[config.mk]
export PLATFORM = sky130hd
export DESIGN_NAME = mem_port_arbiter
export DESIGN_NICKNAME = d
export VERILOG_FILES = /design/src/rtl/mem_port_arbiter.sv
export SDC_FILE = /design/constraint.sdc
export NUM_CORES = 1
export LEC_CHECK = 0
export BUFFER_PORTS_ARGS = -buffer_cell sky130_fd_sc_hd__clkbuf_2
export CAP_MARGIN = 10
export CELL_PAD_IN_SITES_DETAIL_PLACEMENT = 1
export CELL_PAD_IN_SITES_GLOBAL_PLACEMENT = 1
export CORE_UTILIZATION = 33
export CTS_CLUSTER_DIAMETER = 50
export DETAILED_ROUTE_END_ITERATION = 6
export PLACE_DENSITY_LB_ADDON = 0.1
export REMOVE_ABC_BUFFERS = 1
export SETUP_SLACK_MARGIN = 0.15
export SLEW_MARGIN = 20
export SYNTH_ARGS = -nofsm -noshare
export SYNTH_HDL_FRONTEND = slang
export SYNTH_SLANG_ARGS = --single-unit
[constraint.sdc]
create_clock -name clock -period 1.5 [get_ports clock]
set_input_delay 0.15 -clock clock [delete_from_list [all_inputs] [get_ports clock]]
set_output_delay 0.15 -clock clock [all_outputs]
set_load 0.01 [all_outputs]
[src/rtl/mem_port_arbiter.sv]
// Single-port memory arbiter between the CPU control FSM and a DMA/debug loader port.
// CPU has fixed priority; a starvation counter forces a DMA grant after MAX_WAIT waiting cycles.
module mem_port_arbiter #(
    parameter int unsigned ADDR_W   = 8,
    parameter int unsigned DATA_W   = 8,
    parameter int unsigned RD_LAT   = 1,
    parameter int unsigned MAX_WAIT = 16
) (
    input  logic              clock,
    input  logic              reset,
    input  logic              cpu_req,
    input  logic              cpu_we,
    input  logic [ADDR_W-1:0] cpu_addr,
    input  logic [DATA_W-1:0] cpu_wdata,
    output logic              cpu_ack,
    output logic [DATA_W-1:0] cpu_rdata,
    output logic              cpu_stall,
    input  logic              dma_req,
    input  logic              dma_we,
    input  logic [ADDR_W-1:0] dma_addr,
    input  logic [DATA_W-1:0] dma_wdata,
    output logic              dma_ack,
    output logic [DATA_W-1:0] dma_rdata,
    output logic [ADDR_W-1:0] mem_addr,
    output logic [DATA_W-1:0] mem_wdata,
    output logic              mem_re,
    output logic              mem_we,
    input  logic [DATA_W-1:0] mem_rdata,
    output logic              owner
);

    localparam int unsigned LAT_W  = (RD_LAT > 1) ? $clog2(RD_LAT) : 1;
    localparam int unsigned WAIT_W = $clog2(MAX_WAIT + 1);

    typedef enum logic [1:0] {
        S_IDLE,
        S_ISSUE,
        S_WAIT,
        S_ACK
    } state_t;

    state_t             state;
    logic               lat_we;
    logic [LAT_W-1:0]   lat_cnt;
    logic [WAIT_W-1:0]  wait_cnt;

    logic               any_req;
    logic               grant_dma;
    logic               starved;
    logic               dma_served;

    // Arbitration is only acted upon in IDLE; DMA wins when alone or when starved.
    assign starved    = (wait_cnt == WAIT_W'(MAX_WAIT));
    assign any_req    = cpu_req | dma_req;
    assign grant_dma  = dma_req & (~cpu_req | starved);
    assign dma_served = (state != S_IDLE) & owner;

    assign cpu_stall  = cpu_req & ~cpu_ack;

    always_ff @(posedge clock) begin
        if (!reset) begin
            state     <= S_IDLE;
            lat_we    <= 1'b0;
            lat_cnt   <= '0;
            wait_cnt  <= '0;
            owner     <= 1'b0;
            mem_addr  <= '0;
            mem_wdata <= '0;
            mem_re    <= 1'b0;
            mem_we    <= 1'b0;
            cpu_ack   <= 1'b0;
            dma_ack   <= 1'b0;
            cpu_rdata <= '0;
            dma_rdata <= '0;
        end else begin
            // Strobes and acks are single-cycle pulses unless re-asserted below.
            mem_re  <= 1'b0;
            mem_we  <= 1'b0;
            cpu_ack <= 1'b0;
            dma_ack <= 1'b0;

            case (state)
                S_IDLE: begin
                    if (any_req) begin
                        owner <= grant_dma;
                        if (grant_dma) begin
                            lat_we    <= dma_we;
                            mem_addr  <= dma_addr;
                            mem_wdata <= dma_wdata;
                            mem_we    <= dma_we;
                            mem_re    <= ~dma_we;
                        end else begin
                            lat_we    <= cpu_we;
                            mem_addr  <= cpu_addr;
                            mem_wdata <= cpu_wdata;
                            mem_we    <= cpu_we;
                            mem_re    <= ~cpu_we;
                        end
                        state <= S_ISSUE;
                    end
                end

                S_ISSUE: begin
                    lat_cnt <= '0;
                    if (lat_we) begin
                        cpu_ack <= ~owner;
                        dma_ack <= owner;
                        state   <= S_ACK;
                    end else begin
                        state   <= S_WAIT;
                    end
                end

                S_WAIT: begin
                    // Read data is valid in the last WAIT cycle; capture into the owner's register only.
                    if (lat_cnt == LAT_W'(RD_LAT - 1)) begin
                        if (owner) begin
                            dma_rdata <= mem_rdata;
                            dma_ack   <= 1'b1;
                        end else begin
                            cpu_rdata <= mem_rdata;
                            cpu_ack   <= 1'b1;
                        end
                        state <= S_ACK;
                    end else begin
                        lat_cnt <= lat_cnt + LAT_W'(1);
                    end
                end

                S_ACK: begin
                    state <= S_IDLE;
                end

                default: begin
                    state <= S_IDLE;
                end
            endcase

            // Starvation counter: counts DMA waiting cycles, saturating at MAX_WAIT.
            if (!dma_req) begin
                wait_cnt <= '0;
            end else if ((state == S_IDLE) && grant_dma) begin
                wait_cnt <= '0;
            end else if (dma_served) begin
                wait_cnt <= wait_cnt;
            end else if (!starved) begin
                wait_cnt <= wait_cnt + WAIT_W'(1);
            end
        end
    end

endmodule
==> results.toml <==
[logic_synthesis]
yosys.area_share.simple = 0.193
syn_avg_cell_area_um2 = 9.32
synthMuxAreaShare = 0.0761
synth_ff_type = "dfxtp_1"
synth-compound-area-share = 0.241
ys_seq_area_frac = 0.380
yosysWarnings = 0
synthTopCellsByArea = "dfxtp_1 38%, mux2i_1 7.6%, a211oi_2 5.8%, nand3b_1 5.7%, o21ai_0 4.6%"
synth_top_area_frac = 0.380
ys_seq_elements = 45
yosys.area_share.adder = 0.0264
synth_cells = 254
synth_top_family_by_area = "compound AO/OA/AOI/OAI gates"
async_flop_share = 0
synth-edff-count = 0
synth_xor_area_frac = 0
synth_area_leader_cell = "dfxtp_1"
ys_types = 43
synth_area_um2 = 2370

[final_layout]
fin_util = 0.479
areaGrowthSynthToFinish_pct = 38.8
mostFrequentLayoutCells = "83 x clkbuf_2, 40 x dfxtp_1, 19 x o21ai_0, 19 x buf_4, 18 x nand3b_1"
nNetsFinal = 404
final_common_cell = "clkbuf_2"
antenna-diode-count = 0
finalNonFillerCells = 450
multi_input_area_um2 = 1390
drive_gt1_frac = 0.472
nFillCells = 837
regArea_um2 = 907

[power]
peakVddDrop_uv = 736
powerDensity_nw_per_um2 = 1440
p_leak_uw = 0.00150

[setup_path]
endpoint_kind = "flip-flop"
cp_max_fo = 4
critPathKind = "flip-flop to flip-flop"
cp.required_ns = 1.72
cp-start-kind = "flip-flop"
arrival_ns = 1.67

[grt]
grt_pass1_wl_um = 10800
grt_pass1_vias = 2232
antenna_found_initial = 0
grtUsageTotal = 0.186
grt_remaining_overflow = 0
grt_max_degree = 25

[job]
maxCapViolCount = 0

[cts]
numCtsBuffers = 5
clkTransAtPathRegs_ns = 0.09
cts_tree = "yes"
clk_latency_ns = 0.30
cts_hold_buf = 0
clockRootBuffer = "clkbuf_8"
clock_sinks = 45
h-tree-depth = 2
cts_buffer_depth = 2

[timing]
final_hold_viol_count = 0
worst_pin_slew_ns = 0.387
setup_viol = 0
maxSlewHeadroom = 0.742
finClkSkew_ns = 0.0150
period_needed_ns = 1.45
fin_crit_sh = 0.967
fmax_ghz = 0.689
finalMaxSlewViolations = 0
rsz0062_at_grt = "yes"

[routing]
dr_wl_met2_um = 3220
wl_met3_um = 247
antenna_left = 0
dr.max_layer_used = "met4"
post-route-drc-count = 0
vias = 2240
drt-pass1-iter-count = 4
met1_length_um = 3150
viasPerCell = 4.98
detailedRoute.firstIterationViolations = 33
routed_wl_um = 6670
wl_per_cell_um = 14.8

[floorplan]
die_h_um = 86.7
initial_core_util = 0.345
die_area_um2 = 7520
die_w_um = 86.7
core_um2 = 6870
rows = 30
pin_count = 84

[place]
dp.cells = 436
portBuffers = 83
gp_congestion = 0.719
dp_hpwl_um = 4800

[min_path]
min_path_type = "primary input to flip-flop"

[outcome]
status = "finished, final reports clean"
==> sequential cells by signal, indices dropped and copies added, names as in the netlist <==
register	count
cpu_rdata	8
dma_rdata	8
mem_addr	8
mem_wdata	8
wait_cnt	5
state	2
cpu_ack	1
dma_ack	1
lat_we	1
mem_re	1
mem_we	1
owner	1
==> metal layers <==
| metal | vias to the layer above | global-route usage |
|---|---|---|
| li1 | 1105 | - |
| met3 | 5 | 0.0343 |
| met4 | 0 | 0.0455 |
| met5 | - | 0 |
| met1 | 1078 | 0.239 |
| met2 | 52 | 0.320 |
==> worst max-delay path, cell delays in order, from the launching register on <==
cell and delay, ns:
dfxtp_2 0.34, buf_4 0.13, ha_1 0.16, inv_2 0.05, or4_4 0.48, a211oi_2 0.21
==> area by class of cell <==
| class | count | share of cell area |
|---|---|---|
| clock buffers | 5 | 0.0209 |
| clock inverters | 3 | 0.00647 |
| flip-flops and latches | 45 | 0.276 |
| inverters | 22 | 0.0251 |
| repair buffers | 112 | 0.212 |
| well taps | 96 | 0.0365 |
| multi-input cells | 167 | 0.423 |
==> per-stage QoR <==
step                      TNS [ns]  total power, uW  hold WS [ns]  setup slack [ns]  area, um2
final                            0             4740        0.0728            0.0496       3290
after detailed placement     -1.20             3710         0.393            -0.151       2990
after CTS                 -0.00516             4690        0.0720          -0.00516       3210
after global routing       -0.0123             5070        0.0838           -0.0123       3290
after floorplan             -12.16             2780         0.267            -0.616       2260
after global placement      -0.855             3670         0.395            -0.114       2990
==> final timing paths <==
kind,from,end,slack [ns],cells past startpoint
max,wait_cnt[0],wait_cnt[4],0.05,5
min,dma_wdata[5],mem_wdata[5],0.07,3
max reg2reg,wait_cnt[0],wait_cnt[4],0.05,5
min reg2reg,dma_rdata[2],dma_rdata[2],0.46,2
==> synthesized netlist by cell type (8+ instances only) <==
library cell	number
o22ai_1	9
inv_1	22
a21boi_1	8
a211oi_2	11
o21ai_0	22
dfxtp_1	45
mux2i_1	18
nand2_1	16
clkbuf_1	8
nand3b_1	18
nor2b_1	10
nand3_1	11
==> timing repair <==
| item | 4_1_cts | 5_1_grt |
|---|---|---|
| buffers inserted | 5 | 1 |
| endpoints found under the setup margin | 34 | 35 |
| pin swaps | 9 | 6 |
| resized for setup | 26 | 16 |
==> power breakdown <==
part / internal, uW / leakage (uW) / switching, uW
Clock: 331 / 0.0000445 / 433
Sequential: 1480 / 0.000370 / 141
Combinational: 1090 / 0.00108 / 1260
Total: 2900 / 0.00150 / 1830
==> cells by family (layout without fill, tap and decap cells) <==
kind of cell / after synthesis / count (layout)
AND/OR/NAND/NOR: 73 / 73
buffers and inverters: 42 / 142
flip-flops: 45 / 45
adder cells (fa/ha/maj): 5 / 5
multiplexers: 18 / 18
AO/OA/AOI/OAI: 71 / 71
Power figures use the tool's default switching activity.
